==> config.mk <==
export PLATFORM = sky130hd
export DESIGN_NAME = stream_mux_rr
export DESIGN_NICKNAME = d
export VERILOG_FILES = /design/src/rtl/stream_mux_rr.sv
export SDC_FILE = /design/constraint.sdc
export NUM_CORES = 1
export LEC_CHECK = 0
export ABC_AREA = 0
export BUFFER_PORTS_ARGS = -buffer_cell sky130_fd_sc_hd__buf_4
export CAP_MARGIN = 15
export CORE_AREA = 4 4 75 84
export DETAILED_ROUTE_END_ITERATION = 12
export DIE_AREA = 0 0 79 88
export GPL_ROUTABILITY_DRIVEN = 0
export MAX_ROUTING_LAYER = met4
export PLACE_DENSITY = 0.95
export SYNTH_ARGS = -nofsm -noshare
export SYNTH_HDL_FRONTEND = slang
export SYNTH_SLANG_ARGS = --single-unit
==> constraint.sdc <==
create_clock -name clk -period 8.1 [get_ports clk]
set_clock_uncertainty 0.1 [all_clocks]
set_input_delay 0 -clock clk [delete_from_list [all_inputs] [get_ports clk]]
set_output_delay 0 -clock clk [all_outputs]
set_load 0.02 [all_outputs]
==> src/rtl/stream_mux_rr.sv <==
// stream_mux_rr
//   Registered N-channel stream multiplexer. Selects one producer stream per
//   cycle and drives a single consumer through one output register stage.
//   Mode 0 picks the channel given by 'sel'. Mode 1 arbitrates round-robin
//   and keeps a multi-beat packet on its channel until its last beat.
//
// Ports
//   clk, rst_n        clock, asynchronous active-low reset
//   in_data           N_CH*WIDTH flattened data, channel i at [i*WIDTH +: WIDTH]
//   in_valid/in_last  per-channel valid and end-of-packet (qualified by valid)
//   in_ready          per-channel ready (combinational)
//   mode              0 = fixed select, 1 = round-robin with packet lock
//   sel               channel select, used in mode 0 only
//   out_data/out_last registered beat
//   out_ch            channel index that supplied the current beat
//   out_valid         output beat valid
//   out_ready         consumer ready
//
// Handshake: a beat moves across an interface on a rising edge where both
// valid and ready are 1. A producer holding valid=1 must keep its data and
// last stable until accepted; out_* stay stable while out_valid=1 and
// out_ready=0.
module stream_mux_rr #(
    parameter int N_CH  = 8,
    parameter int WIDTH = 8,
    parameter int SEL_W = 3
) (
    input  logic                  clk,
    input  logic                  rst_n,
    input  logic [N_CH*WIDTH-1:0] in_data,
    input  logic [N_CH-1:0]       in_valid,
    input  logic [N_CH-1:0]       in_last,
    output logic [N_CH-1:0]       in_ready,
    input  logic                  mode,
    input  logic [SEL_W-1:0]      sel,
    output logic [WIDTH-1:0]      out_data,
    output logic                  out_last,
    output logic [SEL_W-1:0]      out_ch,
    output logic                  out_valid,
    input  logic                  out_ready
);

    logic [WIDTH-1:0] ch_data [N_CH];
    logic             load;
    logic             cand_ok;
    logic [SEL_W-1:0] cand;
    logic             cand_valid;
    logic             xfer;
    logic             rr_ok;
    logic [SEL_W-1:0] rr_ch;
    logic [SEL_W-1:0] idx;

    logic             locked;
    logic [SEL_W-1:0] lock_ch;
    logic [SEL_W-1:0] ptr;

    for (genvar i = 0; i < N_CH; i++) begin : g_unpack
        assign ch_data[i] = in_data[i*WIDTH +: WIDTH];
    end

    // Output register can take a new beat when empty or being drained.
    assign load = !out_valid || out_ready;

    // Round-robin search: first valid channel above ptr, wrapping at N_CH-1.
    always_comb begin
        rr_ok = 1'b0;
        rr_ch = '0;
        idx   = ptr;
        for (int k = 0; k < N_CH; k++) begin
            idx = (idx == SEL_W'(N_CH - 1)) ? '0 : idx + 1'b1;
            if (!rr_ok && in_valid[idx]) begin
                rr_ok = 1'b1;
                rr_ch = idx;
            end
        end
    end

    always_comb begin
        cand    = '0;
        cand_ok = 1'b0;
        if (!mode) begin
            // Extra bit so the compare also works when N_CH == 2**SEL_W.
            cand    = sel;
            cand_ok = ({1'b0, sel} < (SEL_W + 1)'(N_CH));
        end else if (locked) begin
            cand    = lock_ch;
            cand_ok = 1'b1;
        end else begin
            cand    = rr_ch;
            cand_ok = rr_ok;
        end
    end

    assign cand_valid = cand_ok && in_valid[cand];
    assign xfer       = load && cand_valid;

    // Ready is forced low during reset; in mode 0 it does not wait for valid.
    always_comb begin
        in_ready = '0;
        for (int i = 0; i < N_CH; i++) begin
            in_ready[i] = rst_n && load && cand_ok && (cand == SEL_W'(i));
        end
    end

    always_ff @(posedge clk or negedge rst_n) begin
        if (!rst_n) begin
            out_valid <= 1'b0;
            out_data  <= '0;
            out_last  <= 1'b0;
            out_ch    <= '0;
            locked    <= 1'b0;
            lock_ch   <= '0;
            ptr       <= SEL_W'(N_CH - 1);
        end else begin
            if (load) begin
                out_valid <= xfer;
                if (xfer) begin
                    out_data <= ch_data[cand];
                    out_last <= in_last[cand];
                    out_ch   <= cand;
                end
            end
            // Leaving round-robin mode abandons any packet lock.
            if (!mode) begin
                locked <= 1'b0;
            end else if (xfer) begin
                ptr <= cand;
                if (in_last[cand]) begin
                    locked <= 1'b0;
                end else begin
                    locked  <= 1'b1;
                    lock_ch <= cand;
                end
            end
        end
    end

endmodule

==> impl_metrics.csv, run 1 <==
group,metric,value,unit
logic_synthesis,syn-cell-area,2898,µm²
die,dieArea,6952,µm²
drt,first_pass_iters,5,
worst_setup_path,reg2regPathDepth,15,
worst_setup_path,critPathCaptureType,"flop",
die,design.core.area,5395,µm²
global_route,grt_max_degree,48,
clock_network,clock-sinks,20,
drt,wl,9568,µm
drt,routedWlPerCell,19.81,µm
worst_setup_path,slowest_delay,0.79,ns
logic_synthesis,async_flop_share,100.0,%
logic_synthesis,synth_nets,402,
drt,viasPerCell,6.333,
sta,fmax,151.9,MHz
final_layout,n_antenna_cell,0,
place,place_inst,476,
final_layout,nFillCells,420,
worst_setup_path,r2r-end,"out_data[6]",
clock_network,ctsHtreeMaxLevel,1,
global_route,met2_usage,52.37,%
logic_synthesis,synth_area_leader_cell,"mux2i_1",
worst_setup_path,startpoint_type,"flop",
worst_setup_path,critical_path.top_delay_family,"multiplexers",
sta,fin_crit_sh,81.27,%
final_layout,fin_cells,483,
global_route,grt_pass1_wl,15670,µm
clock_network,cts_buffers,3,
die,row_count,28,
worst_setup_path,reg2reg_slack,1.52,ns
logic_synthesis,syn_inst,310,
clock_network,cts_buffer_depth,2,
global_route,use_met3,4.527,%
clock_network,clk_latency,0.27,ns
final_layout,drive_gt1_share,40.44,%
logic_synthesis,postSynthAreaPerCell,9.348,µm²
sta,finalSetupViolations,0,
global_route,met1_usage,31.91,%
global_route,gr-usage-all-layers,29.59,%
die,die_w,79,µm
final_layout,area_growth,29.66,%
worst_setup_path,cp_slowest_cell,"ha_1",
hold_path,hp-class,"in2async",
clock_network,tritoncts,"built",
drt,num_vias,3059,
clock_network,path_clk_slew,0.08,ns
logic_synthesis,synth_area_leaders,"mux2i_1 (22%), dfrtp_1 (15%), mux2_2 (7.4%)",
clock_network,postCtsHoldBufs,3,
drt,drc,0,
logic_synthesis,yosysWarnings,0,
sta,rsz0062_at_grt,"false",
place,port_buffers,107,
worst_setup_path,crit_chain,"ha_1 -> ha_1 -> nor2_4 -> ha_1 -> mux2i_1 -> mux2i_1 -> mux2i_1 -> and3_1 -> nand4_1 -> a211oi_2 -> or2_4 -> mux4_2 -> nand2b_2 -> a21oi_2 -> mux2_2",
worst_setup_path,r2r-start,"ptr[0]",
die,floorplan.initialDensity,53.71,%
sta,maxSlewHeadroom,49.13,%
sta,hold_violations,0,
drt,drt_iter0_drc,233,
logic_synthesis,synth_edf_count,0,
clock_network,cts_setup_buffers,0,
worst_setup_path,crit_buf_inv,0,
clock_network,ctsResizeCount,0,
global_route,grt_pass1_vias,3231,
run_status,status,"finished clean",
global_route,antenna_found_initial,0,
worst_setup_path,path_max_fanout,47,
logic_synthesis,seq_area_frac_synth,17.40,%
worst_setup_path,cp.arrival,6.64,ns
die,fp.dieH,88,µm
global_route,grt-ovfl-total,0,
logic_synthesis,ys_ff_latch,20,
logic_synthesis,netlist.area_leader.share,22.11,%
sta,slew_viol_final,0,
sta,fin_crit,6.583,ns
final_layout,final_nets,501,
logic_synthesis,synth_top_flop_cell,"dfrtp_1",
place,place_hpwl,7589,µm
sta,tightestPinTransition,0.7631,ns
sta,fin_setup_tns,0,ns
flow_run,max-cap-violations,0,
logic_synthesis,synth_cell_types,74,
drt,ant_nets,0,
die,ios,108,
clock_network,clockRootBuffer,"clkbuf_8",
global_route,top_usage_layer,"met2",
worst_setup_path,cp_data_required_time,8.15,ns
worst_setup_path,critPathKind,"reg2reg",
-- per-stage QoR --
stage | instance area (µm²) | setup slack (ns) | hold WS, ns | utilization, %
2_1_floorplan | 2898 | 3.074 | -0.3956 | -
3_5_place_dp | 3682 | 1.637 | -0.1989 | 68.25
5_1_grt | 3757 | 1.039 | 0.08823 | 69.64
4_1_cts | 3757 | 1.622 | 0.05489 | 69.64
3_3_place_gp | 3682 | 1.922 | -0.2127 | 68.25
6_report | 3757 | 1.517 | 0.06344 | 69.64
-- synth_stat cells, drive strengths merged (3+ instances only) --
| cell type | instances |
|---|---|
| nor2 | 15 |
| or2 | 3 |
| nor2b | 7 |
| dfstp | 3 |
| mux4 | 6 |
| inv | 12 |
| nor3 | 3 |
| clkbuf | 4 |
| o211ai | 3 |
| nand2 | 16 |
| nand3 | 6 |
| dfrtp | 17 |
| mux2 | 28 |
| a21o | 4 |
| nand4 | 4 |
| buf | 14 |
| ha | 5 |
| or3b | 3 |
| o21ai | 20 |
| o311ai | 3 |
| xnor2 | 3 |
| a21oi | 21 |
| nand2b | 5 |
| mux2i | 64 |
-- cells by family (layout without fill, tap and decap cells) --
group	Yosys count	in the layout	share of synthesized area, %
AOI/OAI and AO/OA	77	77	19.39
xor gates and xnor gates	5	5	2.289
adders and majority gates	5	5	2.159
buffers and inverters	30	128	5.958
DFF	20	20	17.40
muxes	98	98	37.78
and+or+nand+nor	75	75	15.03
-- flip-flops by register name (all words and copies together), names as in the netlist --
name and flops:
locked 1, out_valid 1, out_data 8, out_last 1, ptr 3, lock_ch 3, out_ch 3
-- worst reg2reg max path, cell delays in order (launching register included) --
cell      delay (ns)
dfstp_2         0.71
ha_1            0.21
ha_1            0.39
nor2_4          0.13
ha_1            0.79
mux2i_1         0.44
mux2i_1         0.20
mux2i_1         0.47
and3_1          0.23
nand4_1         0.13
a211oi_2        0.48
or2_4           0.71
mux4_2          0.42
nand2b_2        0.09
a21oi_2         0.55
mux2_2          0.42
-- per-layer routing --
metal | vias to the layer above | share of wire [%]
li1 | 1377 | -
met1 | 1422 | 34
met2 | 215 | 52
met3 | 45 | 8.2
met4 | 0 | 5.2
met5 | - | 0
-- placed cells by master, fill, tap and decap left out, types with 4 or more instances in the layout --
cell type,instances
buf_4,109
mux2i_1,64
mux2_2,19
a21oi_1,17
dfrtp_1,17
nand2_1,16
nor2_1,14
o21ai_0,14
inv_1,10
mux2_1,8
nor2b_1,7
o21ai_1,6
mux4_2,6
nand3_1,5
ha_1,5
nand2b_1,4
a21o_1,4
nand4_1,4
-- layout make-up --
type / count / area [µm²] / share of cell area [%]
flip-flops and latches: 20 / 504.2 / 13.42
clock buffers: 4 / 45.04 / 1.199
repair buffers: 112 / 848.3 / 22.58
multi-input cells: 260 / 2221 / 59.11
well taps: 75 / 93.84 / 2.498
inverters: 12 / 45.04 / 1.199
-- worst max path at each step --
stage | from | to | cells after the start
final | ptr[0] | out_data[6] | 15
after global routing | ptr[0] | out_ch[0] | 15
after CTS | ptr[0] | out_data[6] | 15
after detailed placement | ptr[0] | out_data[6] | 15
after global placement | ptr[0] | out_data[2] | 15
after floorplan | ptr[0] | out_data[1] | 20
Power of run 1 is left out: the tool's default activity adds up to more than one toggle a clock period on the data nets, which glitch-free logic cannot reach.
==> run 2, diff against run 1 <==
--- a/config.mk
+++ b/config.mk
@@ -8,12 +8,12 @@
 export ABC_AREA = 0
 export BUFFER_PORTS_ARGS = -buffer_cell sky130_fd_sc_hd__buf_4
 export CAP_MARGIN = 15
-export CORE_AREA = 4 4 75 84
+export CORE_AREA = 4 4 77 87
 export DETAILED_ROUTE_END_ITERATION = 12
-export DIE_AREA = 0 0 79 88
+export DIE_AREA = 0 0 81 91
 export GPL_ROUTABILITY_DRIVEN = 0
 export MAX_ROUTING_LAYER = met4
-export PLACE_DENSITY = 0.95
+export PLACE_DENSITY = 0.91
 export SYNTH_ARGS = -nofsm -noshare
 export SYNTH_HDL_FRONTEND = slang
 export SYNTH_SLANG_ARGS = --single-unit
==> constraint.sdc (replaced) <==
create_clock -name clk -period 6.7 [get_ports clk]
set_clock_uncertainty 0.1 [all_clocks]
set_input_delay 0 -clock clk [delete_from_list [all_inputs] [get_ports clk]]
set_output_delay 0 -clock clk [all_outputs]
set_load 0.02 [all_outputs]
==> run 2 against run 1 <==
  * Die area rose by 6.0%
  * Flip-flop and latch count is the same
  * Worst hold slack improved by 0.0080 ns
  * Maximum frequency increased by 4.0%
  * Worst setup slack worse by 1.1 ns
  * Critical path type unchanged
==> impl_metrics.csv, run 2 (synthesized netlist as in run 1, its figures left out) <==
group,metric,value,unit
global_route,grt_max_degree,28,
worst_setup_path,r2r-start,"ptr[0]",
worst_setup_path,cp.arrival,6.38,ns
sta,fin_setup_tns,0,ns
final_layout,final_nets,502,
final_layout,area_growth,30.14,%
flow_run,max-cap-violations,0,
place,port_buffers,107,
die,ios,108,
sta,finalSetupViolations,0,
clock_network,clockRootBuffer,"clkbuf_8",
global_route,grt_pass1_vias,3204,
sta,fin_crit_sh,94.51,%
hold_path,hp-class,"in2async",
sta,maxSlewHeadroom,51.69,%
drt,wl,9312,µm
clock_network,clk_latency,0.26,ns
die,row_count,29,
run_status,status,"finished clean",
clock_network,clock-sinks,20,
final_layout,final_cell_mix,"buf_4 (109), mux2i_1 (64), mux2_2 (19), a21oi_1 (17), dfrtp_1 (17)",
final_layout,ff_latch_area,504.2,µm²
final_layout,drive_gt1_share,40.59,%
global_route,grt_pass1_wl,14710,µm
place,place_hpwl,7392,µm
drt,ant_nets,0,
final_layout,final_common_cell,"buf_4",
worst_setup_path,r2r-end,"out_data[6]",
worst_setup_path,reg2regPathDepth,16,
die,fp.dieH,91,µm
die,die_w,81,µm
clock_network,cts_buffers,3,
worst_setup_path,critPathCaptureType,"flop",
global_route,gr-usage-all-layers,25.92,%
sta,fin_crit,6.332,ns
die,design.core.area,5733,µm²
worst_setup_path,reg2reg_slack,0.37,ns
drt,drc,0,
final_layout,largest_reg_flops,8,
final_layout,multiInputGateArea,2221,µm²
global_route,antenna_found_initial,0,
worst_setup_path,startpoint_type,"flop",
sta,hold_violations,0,
clock_network,cts_buffer_depth,2,
worst_setup_path,critPathKind,"reg2reg",
sta,tightestPinTransition,0.7246,ns
worst_setup_path,worstSetupStartpoint,"ptr[0]",
drt,num_vias,3050,
drt,viasPerCell,6.276,
final_layout,largest-register,"out_data",
drt,drt_iter0_drc,204,
clock_network,path_clk_slew,0.08,ns
sta,slew_viol_final,0,
clock_network,tritoncts,"built",
worst_setup_path,cp_data_required_time,6.75,ns
drt,routedWlPerCell,19.16,µm
clock_network,ctsHtreeMaxLevel,1,
die,floorplan.initialDensity,50.55,%
die,dieArea,7371,µm²
sta,fmax,157.9,MHz
sta,hold_ws,0.07147,ns
global_route,grt-ovfl-total,0,
drt,first_pass_iters,4,
sta,rsz0062_at_grt,"false",
worst_setup_path,path_max_fanout,21,
final_layout,nFillCells,493,
final_layout,n_antenna_cell,0,
==> run 2: cell types whose count changed in the layout (fill, tap and decap cells not counted) <==
cell / previous run / this run
buf_6: 0 / 1
==> run 2: area by class of cell <==
| class | count | share of cell area, % |
|---|---|---|
| Clock buffer | 4 | 1.194 |
| Inverter | 12 | 1.194 |
| Multi-Input combinational cell | 260 | 58.89 |
| Sequential cell | 20 | 13.37 |
| Tap cell | 77 | 2.555 |
| Timing Repair Buffer | 113 | 22.79 |
==> run 2: critical path, cell delays in order (launching register included) <==
cell and delay, ns:
dfstp_2 0.70, ha_1 0.20, ha_1 0.41, nor2_4 0.13, inv_2 0.24, ha_1 0.31
xnor3_2 0.58, xnor2_2 0.32, mux2_2 0.43, a21oi_2 0.24, nand4_1 0.25, nor4_4 0.48
or2_4 0.41, mux4_2 0.33, nand2b_2 0.10, a21oi_2 0.57, mux2_2 0.41
==> run 2: worst max path at each step <==
stage          cells past startpoint     endpoint  slack, ns
2_1_floorplan                     20  out_data[1]       1.67
3_3_place_gp                      17   lock_ch[2]       0.66
3_5_place_dp                      17  out_data[1]       0.45
4_1_cts                           17   lock_ch[2]       0.42
5_1_grt                           16  out_data[6]       0.06
6_report                          16  out_data[6]       0.37
==> run 2: timing repair <==
item | in CTS | in global routing
hold buffers | 3 | 0
hold endpoints to repair | 22 | 0
resized for setup | 0 | 1
setup buffers | 0 | 0
setup endpoints to repair | 0 | 1
==> run 2: per-layer routing <==
metal / part of all wire [%] / up-vias / track usage, %
li1: - / 1383 / -
met1: 35 / 1462 / 28.03
met2: 53 / 166 / 45.07
met3: 6.4 / 39 / 3.465
met4: 5.0 / 0 / 13.66
met5: 0 / - / -
==> run 2: through the flow <==
step           worst slack (ns)  area [µm²]  cells  utilization [%]
4_1_cts                  0.4214        3767    486            65.71
3_3_place_gp             0.6586        3692    479            64.40
5_1_grt                 0.06029        3771    486            65.78
6_report                 0.3676        3771    486            65.78
3_5_place_dp             0.4453        3692    479            64.40
2_1_floorplan             1.674        2898    310                -
Power of run 2 is left out for the same reason.
==> run 3, diff against run 2 <==
--- a/config.mk
+++ b/config.mk
@@ -8,12 +8,11 @@
 export ABC_AREA = 0
 export BUFFER_PORTS_ARGS = -buffer_cell sky130_fd_sc_hd__buf_4
 export CAP_MARGIN = 15
-export CORE_AREA = 4 4 77 87
+export CORE_AREA = 4 4 92 103
 export DETAILED_ROUTE_END_ITERATION = 12
-export DIE_AREA = 0 0 81 91
+export DIE_AREA = 0 0 96 107
 export GPL_ROUTABILITY_DRIVEN = 0
 export MAX_ROUTING_LAYER = met4
-export PLACE_DENSITY = 0.91
 export SYNTH_ARGS = -nofsm -noshare
 export SYNTH_HDL_FRONTEND = slang
 export SYNTH_SLANG_ARGS = --single-unit
==> run 3 against run 2 <==
  * Register-to-register slack improved by 0.13 ns
  * First-iteration DRC count decreased by 23%
  * Final area increased by 1.6%
  * Wire length decreased by 1.1%
  * Count of clock-buffer cells in the layout unchanged
  * Worst hold slack got worse by 0.015 ns
  * Non-clock buffer count increased by 3
  * Worst setup slack improved by 0.13 ns
  * Critical path depth unchanged
  * Critical path type unchanged
  * Critical endpoint is now lock_ch[1]
  * Largest cell class unchanged
==> impl_metrics.csv, run 3 (synthesized netlist as in run 1, its figures left out) <==
group,metric,value,unit
drt,wl,9212,µm
flow_run,max-cap-violations,0,
die,row_count,35,
worst_setup_path,cp.arrival,6.23,ns
worst_setup_path,r2r-start,"ptr[0]",
final_layout,drive_gt1_share,41.02,%
final_layout,final_cell_mix,"buf_4 (113), mux2i_1 (64), mux2_2 (19), a21oi_1 (17), dfrtp_1 (17)",
clock_network,clock-sinks,20,
sta,slew_viol_final,0,
worst_setup_path,crit_chain,"ha_1 -> ha_1 -> nor2_4 -> ha_1 -> mux2i_1 -> mux2i_1 -> mux2i_1 -> and3_1 -> nand4_1 -> a211oi_2 -> or2_4 -> buf_4 -> a311o_1 -> a21oi_1 -> a211oi_2 -> mux2_1",
clock_network,clk_latency,0.26,ns
place,place_hpwl,7522,µm
place,pre_cts_ws,0.5446,ns
place,port_buffers,107,
worst_setup_path,critPathKind,"reg2reg",
die,dieArea,10270,µm²
drt,routedWlPerCell,17.61,µm
final_layout,n_antenna_cell,0,
sta,final.setup.worst_slack,0.5019,ns
sta,fmax,161.3,MHz
clock_network,cts_setup_buffers,0,
global_route,grt_pass1_wl,14570,µm
final_layout,largest-register,"out_data",
final_layout,nFillCells,864,
drt,num_vias,2877,
global_route,gr-usage-all-layers,18.48,%
final_layout,design_area,3832,µm²
worst_setup_path,cp_data_required_time,6.74,ns
drt,ant_nets,0,
sta,rsz0062_at_grt,"false",
worst_setup_path,path_max_fanout,24,
final_layout,post-route-util,45.82,%
drt,drt_iter0_drc,158,
sta,finalSetupViolations,0,
hold_path,hp-class,"in2async",
final_layout,final_nets,505,
die,floorplan.initialDensity,34.64,%
worst_setup_path,slowest_delay,0.78,ns
worst_setup_path,crit_buf_inv,1,
clock_network,clockRootBuffer,"clkbuf_8",
worst_setup_path,startpoint_type,"flop",
worst_setup_path,reg2reg_slack,0.50,ns
global_route,grt_max_degree,25,
sta,tightestPinTransition,0.7185,ns
die,ios,108,
global_route,grt_pass1_vias,2957,
final_layout,largest_reg_flops,8,
sta,maxSlewHeadroom,52.10,%
die,die_w,96,µm
sta,fin_setup_tns,0,ns
clock_network,cts_buffers,3,
worst_setup_path,critical_path.top_delay_family,"multiplexers",
run_status,status,"finished clean",
global_route,grt-ovfl-total,0,
sta,hold_violations,0,
final_layout,area_growth,32.25,%
global_route,antenna_found_initial,0,
sta,fin_crit,6.198,ns
drt,drc,0,
worst_setup_path,worstSetupStartpoint,"ptr[0]",
clock_network,path_clk_slew,0.07,ns
drt,first_pass_iters,4,
worst_setup_path,critPathCaptureType,"flop",
clock_network,ctsHtreeMaxLevel,1,
final_layout,final_common_cell,"buf_4",
die,design.core.area,8364,µm²
clock_network,cts_buffer_depth,2,
place,post_dp_cell_area,3757,µm²
die,fp.dieH,107,µm
clock_network,tritoncts,"built",
worst_setup_path,cp_slowest_cell,"ha_1",
drt,viasPerCell,5.501,
sta,fin_crit_sh,92.51,%
## run 3: cell types whose count changed in the layout (fill, tap and decap cells not counted), sizes merged
cell | previous run | this run
buf | 110 | 113
## run 3: per-layer routing
metal  global-route usage (%)  vias to the layer above  routed length [µm]
li1                         -                     1382                   -
met1                    20.36                     1345                3555
met2                    32.22                      132                4713
met3                    4.281                       18                 694
met4                    6.301                        0                 249
met5                        -                        -                   0
## run 3: layout make-up
cell class	instances	area (µm²)	share of cell area [%]
Clock buffer	4	45.04	1.175
Tap cell	111	138.9	3.624
Multi-Input combinational cell	260	2221	57.95
Inverter	12	45.04	1.175
Timing Repair Buffer	116	878.3	22.92
Sequential cell	20	504.2	13.16
## run 3: stage by stage
| step | hold slack [ns] | std cells |
|---|---|---|
| CTS | 0.06338 | 523 |
| floorplan | -0.3956 | 310 |
| finish | 0.05657 | 523 |
| global route | 0.06896 | 523 |
| global placement | -0.2013 | 516 |
| detailed placement | -0.1962 | 516 |
## run 3: final timing paths
check                      cells past startpoint     endpoint
min in group clk                               5  out_data[1]
max in group asynchronous                      2       ptr[1]
min reg2reg                                    1   lock_ch[1]
max reg2reg                                   16   lock_ch[1]
max                                           16   lock_ch[1]
min                                            2  out_data[3]
## run 3: timing repair
item,CTS,global route
endpoints found under the hold margin,22,0
resized for setup,0,0
hold buffers,3,0
Power of run 3 is left out for the same reason.
